==> config.mk <==
export PLATFORM = sky130hd
export DESIGN_NAME = gcn_spmm_engine_flat
export DESIGN_NICKNAME = d
export VERILOG_FILES = /design/src/rtl/gcn_spmm_engine_if.sv /design/src/rtl/gcn_spmm_engine.sv /design/src/flat_wrapper.sv
export SDC_FILE = /design/constraint.sdc
export NUM_CORES = 2
export LEC_CHECK = 0
export CAP_MARGIN = 40
export CELL_PAD_IN_SITES_DETAIL_PLACEMENT = 1
export CELL_PAD_IN_SITES_GLOBAL_PLACEMENT = 1
export CORE_MARGIN = 8
export CORE_UTILIZATION = 49
export CTS_BUF_LIST = sky130_fd_sc_hd__clkbuf_16
export DETAILED_ROUTE_END_ITERATION = 7
export GPL_ROUTABILITY_DRIVEN = 0
export PLACE_DENSITY_LB_ADDON = 0.1
export SLEW_MARGIN = 20
export SYNTH_ARGS = -nofsm -noshare
export SYNTH_HDL_FRONTEND = slang
export SYNTH_SLANG_ARGS = --single-unit
==> constraint.sdc <==
create_clock -name clk -period 8.5 [get_ports clk]
set_clock_uncertainty 0.2 [all_clocks]
set_input_delay 0.85 -clock clk [delete_from_list [all_inputs] [get_ports clk]]
set_output_delay 0.85 -clock clk [all_outputs]
set_load 0.01 [all_outputs]
==> src/rtl/gcn_spmm_engine_if.sv <==
// gcn_spmm_engine_if: weight load, sparse element and result ports
// of the GCN sparse-dense multiply engine (GCN_SAT_EN adds o_sat).
interface gcn_spmm_engine_if #(
  parameter int DATA_W = 16,
  parameter int ROW_W  = 7,
  parameter int COL_W  = 5
);
  logic              i_wload;
  logic [DATA_W-1:0] i_wdata;
  logic              i_valid;
  logic [ROW_W-1:0]  i_row;
  logic [COL_W-1:0]  i_col;
  logic [DATA_W-1:0] i_data;
  logic              i_last;
  logic              o_ready;
  logic              o_valid;
  logic [ROW_W-1:0]  o_row;
  logic [2:0]        o_lane;
  logic [DATA_W-1:0] o_data;
  logic              i_ready;
  logic              o_w_ok;
  logic              o_done;
  logic              o_err;
`ifdef GCN_SAT_EN
  logic              o_sat;

  modport slave (
    input  i_wload, i_wdata, i_valid, i_row, i_col,
    input  i_data, i_last, i_ready,
    output o_ready, o_valid, o_row, o_lane, o_data,
    output o_w_ok, o_done, o_err, o_sat
  );

  modport master (
    output i_wload, i_wdata, i_valid, i_row, i_col,
    output i_data, i_last, i_ready,
    input  o_ready, o_valid, o_row, o_lane, o_data,
    input  o_w_ok, o_done, o_err, o_sat
  );
`else
  modport slave (
    input  i_wload, i_wdata, i_valid, i_row, i_col,
    input  i_data, i_last, i_ready,
    output o_ready, o_valid, o_row, o_lane, o_data,
    output o_w_ok, o_done, o_err
  );

  modport master (
    output i_wload, i_wdata, i_valid, i_row, i_col,
    output i_data, i_last, i_ready,
    input  o_ready, o_valid, o_row, o_lane, o_data,
    input  o_w_ok, o_done, o_err
  );
`endif
endinterface

==> src/rtl/gcn_spmm_engine.sv <==
// gcn_spmm_engine: resident weight block x row-major COO stream,
// one dot product per lane per row. GCN_SAT_EN selects saturation.
module gcn_spmm_engine #(
  parameter int DATA_W = 16,
  parameter int LANES  = 2,
  parameter int W_ROWS = 32,
  parameter int ROW_W  = 7,
  parameter int COL_W  = 5,
  parameter int FRAC   = 0
) (
  input logic clk,
  input logic rst,
  gcn_spmm_engine_if.slave bus
);
  localparam int NW    = LANES * W_ROWS;
  localparam int CNT_W = $clog2(NW + 1);
  localparam int AW    = (NW > 1) ? $clog2(NW) : 1;
  localparam int PW    = 2 * DATA_W;

  typedef enum logic [1:0] {
    IDLE,
    LOAD_W,
    ACCUM,
    DRAIN
  } state_t;

  state_t state;
  state_t state_nx;

  logic signed [DATA_W-1:0] wram [NW];
  logic [CNT_W-1:0]         wcnt;
  logic signed [DATA_W-1:0] acc  [LANES];
  logic signed [DATA_W-1:0] obuf [LANES];
  logic [ROW_W-1:0]         cur_row;
  logic [ROW_W-1:0]         buf_row;
  logic [2:0]               lane;
  logic                     done_pend;
  logic                     tail_pend;
  logic                     w_ok;
  logic                     err;
  logic                     done;
  logic                     rdy;
  logic                     take;
  logic                     col_bad;
  logic                     same_row;
  logic                     wr_en;
  logic [AW-1:0]            wr_idx;
  logic [DATA_W-1:0]        out_data;

  logic [AW-1:0]            widx   [LANES];
  logic signed [DATA_W-1:0] wsel   [LANES];
  logic signed [PW-1:0]     pfull  [LANES];
  logic signed [PW-1:0]     pshift [LANES];
  logic signed [DATA_W-1:0] prod   [LANES];
  logic signed [DATA_W-1:0] sum    [LANES];

`ifdef GCN_SAT_EN
  localparam logic signed [PW-1:0] PMAX =
    {{(PW-DATA_W+1){1'b0}}, {(DATA_W-1){1'b1}}};
  localparam logic signed [PW-1:0] PMIN =
    {{(PW-DATA_W+1){1'b1}}, {(DATA_W-1){1'b0}}};
  localparam logic signed [DATA_W-1:0] DMAX =
    {1'b0, {(DATA_W-1){1'b1}}};
  localparam logic signed [DATA_W-1:0] DMIN =
    {1'b1, {(DATA_W-1){1'b0}}};

  logic signed [DATA_W:0] sfull [LANES];
  logic [LANES-1:0]       pclamp;
  logic [LANES-1:0]       sclamp;
  logic                   any_p;
  logic                   any_s;
  logic                   sat;

  assign any_p = |pclamp;
  assign any_s = |sclamp;
`endif

  assign col_bad  = 32'(bus.i_col) >= 32'(W_ROWS);
  assign same_row = (bus.i_row == cur_row);
  assign take     = bus.i_valid && rdy;

  // Per-lane product of the incoming element and the running-sum update
  always_comb begin
`ifdef GCN_SAT_EN
    pclamp = '0;
    sclamp = '0;
`endif
    for (int l = 0; l < LANES; l++) begin
      widx[l] = col_bad ? '0 :
        AW'(l * W_ROWS) + AW'(bus.i_col);
      wsel[l] = col_bad ? '0 : wram[widx[l]];
      pfull[l] = PW'($signed(bus.i_data)) * PW'(wsel[l]);
      pshift[l] = pfull[l] >>> FRAC;
      prod[l] = DATA_W'(pshift[l]);
`ifdef GCN_SAT_EN
      if (pshift[l] > PMAX) begin
        prod[l] = DMAX;
        pclamp[l] = 1'b1;
      end else if (pshift[l] < PMIN) begin
        prod[l] = DMIN;
        pclamp[l] = 1'b1;
      end
      sfull[l] = {acc[l][DATA_W-1], acc[l]}
               + {prod[l][DATA_W-1], prod[l]};
      sum[l] = sfull[l][DATA_W-1:0];
      if (sfull[l][DATA_W] != sfull[l][DATA_W-1]) begin
        sum[l] = sfull[l][DATA_W] ? DMIN : DMAX;
        sclamp[l] = 1'b1;
      end
`else
      sum[l] = acc[l] + prod[l];
`endif
    end
  end

  // State register
  always_ff @(posedge clk) begin
    if (rst) state <= IDLE;
    else     state <= state_nx;
  end

  // Next state and element-side ready
  always_comb begin
    state_nx = state;
    rdy      = 1'b0;
    unique case (state)
      IDLE: begin
        if (bus.i_wload) begin
          state_nx = (NW == 1) ? IDLE : LOAD_W;
        end else begin
          rdy = w_ok;
          if (bus.i_valid && w_ok)
            state_nx = bus.i_last ? DRAIN : ACCUM;
        end
      end
      LOAD_W: begin
        if (bus.i_wload && wcnt == CNT_W'(NW - 1))
          state_nx = IDLE;
      end
      ACCUM: begin
        rdy = 1'b1;
        if (bus.i_valid && (!same_row || bus.i_last))
          state_nx = DRAIN;
      end
      DRAIN: begin
        if (bus.i_ready && lane == 3'(LANES - 1)) begin
          if (done_pend)      state_nx = IDLE;
          else if (tail_pend) state_nx = DRAIN;
          else                state_nx = ACCUM;
        end
      end
    endcase
  end

  assign wr_en  = bus.i_wload &&
                  (state == IDLE || state == LOAD_W);
  assign wr_idx = (state == IDLE) ? '0 : AW'(wcnt);

  // Weight RAM write port; contents need no reset
  always_ff @(posedge clk) begin
    if (wr_en) wram[wr_idx] <= bus.i_wdata;
  end

  // Accumulators, output buffer, counters and status flags
  always_ff @(posedge clk) begin
    if (rst) begin
      wcnt      <= '0;
      acc       <= '{default: '0};
      obuf      <= '{default: '0};
      cur_row   <= '0;
      buf_row   <= '0;
      lane      <= '0;
      done_pend <= 1'b0;
      tail_pend <= 1'b0;
      w_ok      <= 1'b0;
      err       <= 1'b0;
      done      <= 1'b0;
`ifdef GCN_SAT_EN
      sat       <= 1'b0;
`endif
    end else begin
      done <= 1'b0;
      unique case (state)
        IDLE: begin
          if (bus.i_wload) begin
            wcnt <= (NW == 1) ? '0 : CNT_W'(1);
            w_ok <= (NW == 1);
            err  <= 1'b0;
          end else if (take) begin
            cur_row <= bus.i_row;
            acc     <= prod;
            err     <= err | col_bad;
`ifdef GCN_SAT_EN
            sat <= bus.i_last ? (sat | any_p) : any_p;
`endif
            if (bus.i_last) begin
              obuf      <= prod;
              buf_row   <= bus.i_row;
              done_pend <= 1'b1;
            end
          end
        end
        LOAD_W: begin
          if (bus.i_wload) begin
            if (wcnt == CNT_W'(NW - 1)) begin
              wcnt <= '0;
              w_ok <= 1'b1;
            end else begin
              wcnt <= wcnt + 1'b1;
            end
          end
        end
        ACCUM: begin
          if (take) begin
            err <= err | col_bad |
                   (bus.i_row < cur_row);
            if (same_row) begin
`ifdef GCN_SAT_EN
              sat <= sat | any_p | any_s;
`endif
              if (bus.i_last) begin
                obuf      <= sum;
                buf_row   <= cur_row;
                done_pend <= 1'b1;
              end else begin
                acc <= sum;
              end
            end else begin
`ifdef GCN_SAT_EN
              sat <= sat | any_p;
`endif
              obuf      <= acc;
              buf_row   <= cur_row;
              acc       <= prod;
              cur_row   <= bus.i_row;
              tail_pend <= bus.i_last;
            end
          end
        end
        DRAIN: begin
          if (bus.i_ready) begin
            if (lane == 3'(LANES - 1)) begin
              lane <= '0;
              if (done_pend) begin
                done      <= 1'b1;
                done_pend <= 1'b0;
              end else if (tail_pend) begin
                obuf      <= acc;
                buf_row   <= cur_row;
                tail_pend <= 1'b0;
                done_pend <= 1'b1;
              end
            end else begin
              lane <= lane + 3'd1;
            end
          end
        end
      endcase
    end
  end

  // Lane mux for the result word
  always_comb begin
    out_data = '0;
    for (int l = 0; l < LANES; l++) begin
      if (lane == 3'(l)) out_data = obuf[l];
    end
  end

  assign bus.o_ready = rdy;
  assign bus.o_valid = (state == DRAIN);
  assign bus.o_row   = buf_row;
  assign bus.o_lane  = lane;
  assign bus.o_data  = out_data;
  assign bus.o_w_ok  = w_ok;
  assign bus.o_done  = done;
  assign bus.o_err   = err;
`ifdef GCN_SAT_EN
  assign bus.o_sat   = sat;
`endif

endmodule
==> src/flat_wrapper.sv <==
// flat-port wrapper written by rule: the top's interface ports become plain ports
module gcn_spmm_engine_flat 
#(
  parameter int DATA_W = 16,
  parameter int LANES  = 2,
  parameter int W_ROWS = 32,
  parameter int ROW_W  = 7,
  parameter int COL_W  = 5,
  parameter int FRAC   = 0
)
  (clk, rst, bus_i_wload, bus_i_wdata, bus_i_valid, bus_i_row, bus_i_col, bus_i_data, bus_i_last, bus_i_ready, bus_o_ready, bus_o_valid, bus_o_row, bus_o_lane, bus_o_data, bus_o_w_ok, bus_o_done, bus_o_err);
  gcn_spmm_engine_if #(.DATA_W(DATA_W), .ROW_W(ROW_W), .COL_W(COL_W)) bus_i ();
  input logic clk;
  input logic rst;
  input wire logic [$bits(bus_i.i_wload)-1:0] bus_i_wload;
  input wire logic [$bits(bus_i.i_wdata)-1:0] bus_i_wdata;
  input wire logic [$bits(bus_i.i_valid)-1:0] bus_i_valid;
  input wire logic [$bits(bus_i.i_row)-1:0] bus_i_row;
  input wire logic [$bits(bus_i.i_col)-1:0] bus_i_col;
  input wire logic [$bits(bus_i.i_data)-1:0] bus_i_data;
  input wire logic [$bits(bus_i.i_last)-1:0] bus_i_last;
  input wire logic [$bits(bus_i.i_ready)-1:0] bus_i_ready;
  output wire logic [$bits(bus_i.o_ready)-1:0] bus_o_ready;
  output wire logic [$bits(bus_i.o_valid)-1:0] bus_o_valid;
  output wire logic [$bits(bus_i.o_row)-1:0] bus_o_row;
  output wire logic [$bits(bus_i.o_lane)-1:0] bus_o_lane;
  output wire logic [$bits(bus_i.o_data)-1:0] bus_o_data;
  output wire logic [$bits(bus_i.o_w_ok)-1:0] bus_o_w_ok;
  output wire logic [$bits(bus_i.o_done)-1:0] bus_o_done;
  output wire logic [$bits(bus_i.o_err)-1:0] bus_o_err;
  assign bus_i.i_wload = bus_i_wload;
  assign bus_i.i_wdata = bus_i_wdata;
  assign bus_i.i_valid = bus_i_valid;
  assign bus_i.i_row = bus_i_row;
  assign bus_i.i_col = bus_i_col;
  assign bus_i.i_data = bus_i_data;
  assign bus_i.i_last = bus_i_last;
  assign bus_i.i_ready = bus_i_ready;
  assign bus_o_ready = bus_i.o_ready;
  assign bus_o_valid = bus_i.o_valid;
  assign bus_o_row = bus_i.o_row;
  assign bus_o_lane = bus_i.o_lane;
  assign bus_o_data = bus_i.o_data;
  assign bus_o_w_ok = bus_i.o_w_ok;
  assign bus_o_done = bus_i.o_done;
  assign bus_o_err = bus_i.o_err;
  gcn_spmm_engine #(.DATA_W(DATA_W), .LANES(LANES), .W_ROWS(W_ROWS), .ROW_W(ROW_W), .COL_W(COL_W), .FRAC(FRAC)) u_core (.clk(clk), .rst(rst), .bus(bus_i));
endmodule
After elaboration in Yosys (flattened, before gate mapping)
Memory sizes are Yosys's and may differ from the RTL's. Index checks and enable logic that the tools add are counted.

Register bits: 95. RAM bits: 1024. Input bits: 50. Output and inout port bits: 31. Logic and storage cells: 155. Memories kept: 1.

Memories: u_core.wram (words 64, bits a word 16, read ports 2, clocked after Yosys merged registers in 0, wr ports 1, RTL line gcn_spmm_engine.sv:30) `logic signed [DATA_W-1:0] wram [NW];`.

$add $sub $neg: 5. Multiply operators: 2. Magnitude comparators: 1. Equality and inequality tests: 25. Mux-type cells: 77. Bitwise gates (word level): 4. Reduce and logical (&&, ||, !) cells: 26.

Operators by type and width (number): $mux 32 (15); $mux 7 (17); $pmux 32 s3 (1); $pmux 32 s2 (1); $add 16x16->16 (2); $mul 16x16->16 (2); $mux 16 (2); $pmux 7 s2 (2); $mux 1 (24); $pmux 7 s3 (1); $ne 2x1->1 const B (9); $ne 2x2->1 const B (7); $mux 2 (6); $reduce_and 10->1 (1); $reduce_and 5->1 (2); $reduce_and 3->1 (3); $pmux 1 s2 (4); $pmux 2 s4 (1); $add 7x1->7 const B (1); $eq 7x6->1 const B (1); $eq 7x7->1 (1); $lt 7x7->1 (1); $reduce_and 7->1 (1); $add 6x5->6 const A (1); other kinds (22) (34).

Depth between registers and ports, before layout
An unclocked memory read counts as a cell.

Depth after elaboration: 8. Depth in mapped cells: 41. Gate-level depth less buffers: 36.

Least setup slack after synthesis
No wires, ideal clock.

Path type: input-to-reg. Start: in bus_i_col[0]. End: reg u_core.obuf[31] (netlist bit). Library setup time: 91 ps. Arrival time: 8805 ps. Data required time: 8209 ps. Setup slack: -596 ps. Stages: 36. Buffers on the path: 6. Cell sequence: buf_6 > buf_6 > buf_6 > buf_6 > buf_4 > mux4_2 > mux4_2 > mux2i_2 > clkbuf_1 > nand2b_1 > fa_1 > fa_1 > inv_1 > ha_1 > inv_1 > fa_1 > inv_1 > ha_1 > inv_1 > fa_1 > inv_1 > ha_1 > a21oi_1 > xnor2_1 > ha_1 > and2_1 > a22o_1 > a311oi_1 > a21oi_1 > a31o_2 > a31oi_1 > nand2b_1 > o32a_1 > o22ai_1 > nand2_1 > a311oi_1.

Cells in the longest elaborated chain, start to end: 7. Elaborated cells on any way between the ends: 10. Those cells by class: 1 x add/sub; 1 x mul; 7 x mux; 1 x memory.

Ends and longest elaborated chain: start, declared (RTL line flat_wrapper.sv:19) `input wire logic [$bits(bus_i.i_col)-1:0] bus_i_col;`; $mem_v2 64x16 (*); $mul 16x16->16 (*) (RTL line gcn_spmm_engine.sv:92) `pfull[l] = PW'($signed(bus.i_data)) * PW'(wsel[l]);`; $add 16x16->16 (RTL line gcn_spmm_engine.sv:111) `sum[l] = acc[l] + prod[l];`; $mux 32 (RTL line gcn_spmm_engine.sv:221) `if (bus.i_last) begin`; $mux 32 (RTL line gcn_spmm_engine.sv:217) `if (same_row) begin`; $mux 32 (RTL line gcn_spmm_engine.sv:214) `if (take) begin`; $pmux 32 s3 (*) (RTL line gcn_spmm_engine.sv:183) `unique case (state)`; end signal, assigned (RTL line gcn_spmm_engine.sv:197) `obuf <= prod;`; end signal, assigned (RTL line gcn_spmm_engine.sv:222) `obuf <= sum;`; end, declared (RTL line gcn_spmm_engine.sv:33) `logic signed [DATA_W-1:0] obuf [LANES];`.

Mark *: on every way between the ends. The rest lies on a longest branch, timed or not. The select of a mux whose other input is x is not followed. A chain may end at the register's enable or synchronous reset.

Worst setup path after layout
Same ends and word-level chain as after synthesis.

==> out/qor.txt <==
RUN STATUS
---------------------------------------------------------------------------------
Outcome                                                              complete, no violations

WORST SETUP PATH
---------------------------------------------------------------------------------
CP Data Required Time                                                     8.89 ns
Number of buffer and inverter instances along the worst setup path              8
Crit-path leading delay family                                        adder cells
Startpoint of the worst-slack reg-to-reg timing path                 u_core.wram[29][4]
Highest-delay cell along the critical path                                 mux4_2
End of the worst register-to-register path                           u_core.obuf[31]
Critical path startpoint category                                    primary input
Crit path top cell by count                                                  fa_1
Signal arrival time at the worst endpoint                                 8.71 ns
Number of cells traversed by the worst register-to-register path               30
Critical path fanouts, max                                                     21
Slowest cell delay on critical path                                       0.56 ns
Category of the most critical setup path                                   in2reg
Logic depth of the worst path, buffers included                                32
Setup slack, reg-to-reg                                                   0.45 ns
Category of the worst setup path capture point                          flip-flop

PLACED DESIGN
---------------------------------------------------------------------------------
Port Buf Inserts                                                               80
Placed cell area                                                       59600 um^2
HPWL after detailed placement                                           106000 um

GLOBAL ROUTE
---------------------------------------------------------------------------------
GRT overflow                                                                    0
Global Route Usage Sum                                                      25.7%
Antenna violations before repair                                                5
Wire length of the first global-routing pass                            233000 um
Number of global-route vias before repair                                   35400
Maximum number of pins on one net before global-route repair                   65

LOGIC SYNTHESIS
---------------------------------------------------------------------------------
Synth Instances                                                              3521
Post-synthesis sequential area ratio                                        60.3%
Unique masters post-synth                                                      75
Prevailing post-synth register cell                                      edfxtp_1
FF+latch count, synth                                                        1119
Nets in the synthesized netlist                                              3892
Async S/R FF share, synth                                                      0%
Post-Synthesis Cell Area                                               54200 um^2
Number of warnings reported in the yosys synthesis log                          0
EDFF count, synth                                                            1024
Synthesized area per cell                                               15.4 um^2

DETAILED ROUTING
---------------------------------------------------------------------------------
First-pass iteration count of the detailed router                               6
DRT antenna net count                                                           0
Vias per cell                                                                5.91
Vias post-DR                                                                32600
DRT iter0 DRCs                                                               2721
Drt drc                                                                         0
Average wire per standard cell                                            28.4 um
Routed wire length                                                      157000 um

CELLS AND AREA
---------------------------------------------------------------------------------
Most common library cell in the layout ignoring fill and taps            edfxtp_1
Post-Layout Inst Area                                                  63200 um^2
Final-stage net count                                                        4304
Area used by sequential logic in the layout                            32700 um^2
Utilization after layout                                                    57.4%
Filler cell count in the final layout                                       10400
Most frequent cells in the layout                                    edfxtp_1, buf_4, inv_1
Multi-input logic area                                                 19700 um^2
Ratio of cells with drive above 1 in the final layout                       21.8%
Antenna Diode Count                                                             0
Area growth from synthesis to final layout                                  16.7%

POWER AND IR DROP
---------------------------------------------------------------------------------
Worst vdd rail ir drop                                                     634 uV
Leak Pwr                                                                  23.0 nW
Net switching component of the power                                      8.20 mW
Fraction of power consumed by the clock network                             21.2%
Power per unit of standard cell area                                  365 nW/um^2
Fraction of power consumed by combinational cells                           52.7%
Share of total power consumed by net switching                              35.6%
PnR Total Power                                                           23.0 mW
Sequential share of power                                                   26.1%
Int Pwr                                                                   14.8 mW

CTS
---------------------------------------------------------------------------------
Reg clk slew, reported paths                                              0.06 ns
Clock Path Buffers                                                              3
CTS tree                                                                      yes
Clock insertion delay at the later pin of the skew report                 0.73 ns
TritonCTS buffer count                                                        114
CTS root buffer                                                         clkbuf_16
Clk sink count                                                               1119
Maximum level of the CTS H-tree                                                 3
CTS Hold Buffers Added                                                          0

FLOORPLAN
---------------------------------------------------------------------------------
I/O Pins                                                                       81
Cell row count                                                                122
Die outline height                                                         348 um
Std-Cell Core Area                                                    110000 um^2
Die area                                                              121000 um^2
Die Span X                                                                 348 um
Starting utilization of the core area                                       49.1%

TIMING
---------------------------------------------------------------------------------
Maximum achievable frequency                                              120 MHz
Transition time of the tightest slew-check pin                           0.887 ns
Fin crit period                                                           8.32 ns
Total count of max-transition violations in the final report                    0
Number of setup violations in the final report                                  0
Share of the clock period used by the worst path                            97.9%
Rel. slew slack                                                             40.5%
RSZ-0062 raised after global routing                                           no
Endpoints failing hold                                                          0

WORST HOLD PATH
---------------------------------------------------------------------------------
Worst hold-check path type                                                reg2reg
Hold Path Origin                                                     u_core.obuf[29]
Worst hold path cell count                                                      2
End point of the worst hold path                                     u_core.obuf[29]

FLOW RUN
---------------------------------------------------------------------------------
Number of maximum-capacitance violations                                        0

flip-flops by register name, summed over array words and instances (netlist names):
name	flops
u_core.acc	32
u_core.bus.o_done	1
u_core.bus.o_err	1
u_core.bus.o_lane	3
u_core.bus.o_row	7
u_core.bus.o_w_ok	1
u_core.cur_row	7
u_core.done_pend	1
u_core.obuf	32
u_core.state	2
u_core.tail_pend	1
u_core.wcnt	7
u_core.wram	1024
power by group through the flow:
| stage | Sequential (mW) | Clock (mW) | Combinational [mW] |
|---|---|---|---|
| after floorplan | 6.13 | 0 | 6.90 |
| after global placement | 6.13 | 0 | 11.5 |
| after detailed placement | 6.13 | 0 | 12.1 |
| after CTS | 6.01 | 4.97 | 12.2 |
| after global routing | 6.01 | 5.16 | 13.4 |
| final | 6.01 | 4.90 | 12.1 |
logic make-up (layout without fill, tap and decap cells):
family	after synthesis	count (layout)	synth area share [%]
AO/OA/AOI/OAI	348	348	4.35
XOR/XNOR	94	94	1.74
adder cells (fa/ha/maj)	321	321	9.63
buffers and inverters	479	983	3.82
flip-flops	1119	1119	60.3
multiplexers	366	366	13.1
AND/OR/NAND/NOR	794	794	7.10
through the flow:
step	hold WS [ns]	setup slack [ns]	TNS, ns	std cells
floorplan	0.236	-0.0265	-0.0265	3521
global placement	0.247	-0.446	-2.65	5297
detailed placement	0.257	-0.543	-3.96	5305
CTS	0.266	0.185	0	5513
global route	0.293	0.00677	0	5513
finish	0.262	0.178	0	5513
Yosys cell counts, types with 19 or more instances:
library cell | n | area, um^2
nand2_1 | 221 | 830
fa_1 | 160 | 3200
nand3_1 | 34 | 170
a22oi_1 | 44 | 330
buf_2 | 33 | 165
ha_1 | 161 | 2010
o21ai_0 | 46 | 230
nor2b_1 | 112 | 701
dfxtp_1 | 95 | 1900
a211oi_1 | 19 | 143
clkbuf_1 | 103 | 387
mux4_1 | 25 | 657
mux4_2 | 239 | 5380
edfxtp_1 | 1024 | 30700
a311oi_1 | 38 | 333
xor2_1 | 22 | 193
xnor2_1 | 62 | 543
and2_1 | 63 | 394
mux2i_1 | 94 | 941
nand2b_1 | 50 | 313
nor3_1 | 23 | 115
a21oi_1 | 88 | 440
inv_1 | 301 | 1130
nor2_1 | 215 | 807
metal layers:
metal,vias up,GRT usage (%),routed length [um]
met3,276,3.87,9660
met2,1160,44.3,78600
li1,13900,-,-
met4,6,7.86,4820
met1,17200,33.8,63400
met5,-,0,43
worst register-to-register path, delay by kind of cell, from the launching register on:
| family | cells | cell delay (ns) |
|---|---|---|
| compound gates | 10 | 1.85 |
| xor+xnor | 1 | 0.24 |
| fa+ha+maj | 8 | 3.18 |
| buf+inv | 6 | 0.65 |
| flops | 1 | 0.38 |
| mux | 3 | 1.29 |
| simple gates | 2 | 0.14 |
worst max path at each step:
stage	start	endpoint	slack, ns
3_5_place_dp	bus_i_col[0]	u_core.obuf[31]	-0.54
2_1_floorplan	bus_i_col[0]	u_core.obuf[31]	-0.03
5_1_grt	bus_i_col[0]	u_core.acc[15]	0.007
4_1_cts	bus_i_col[0]	u_core.obuf[31]	0.19
3_3_place_gp	bus_i_col[2]	u_core.acc[15]	-0.45
6_report	bus_i_col[0]	u_core.obuf[31]	0.18
final cells by class:
type	count	share of cell area, %
clock buffers	116	4.59
clock inverters	92	1.15
inverters	302	1.79
multi-input cells	1923	31.2
flip-flops and latches	1119	51.6
well taps	1488	2.94
repair buffers	473	6.63
timing repair:
item | 4_1_cts | 5_1_grt
resized for setup | 0 | 6
setup endpoints to repair | 0 | 3
setup buffers | 0 | 0
Note: power is estimated with default switching activity, not from simulation.
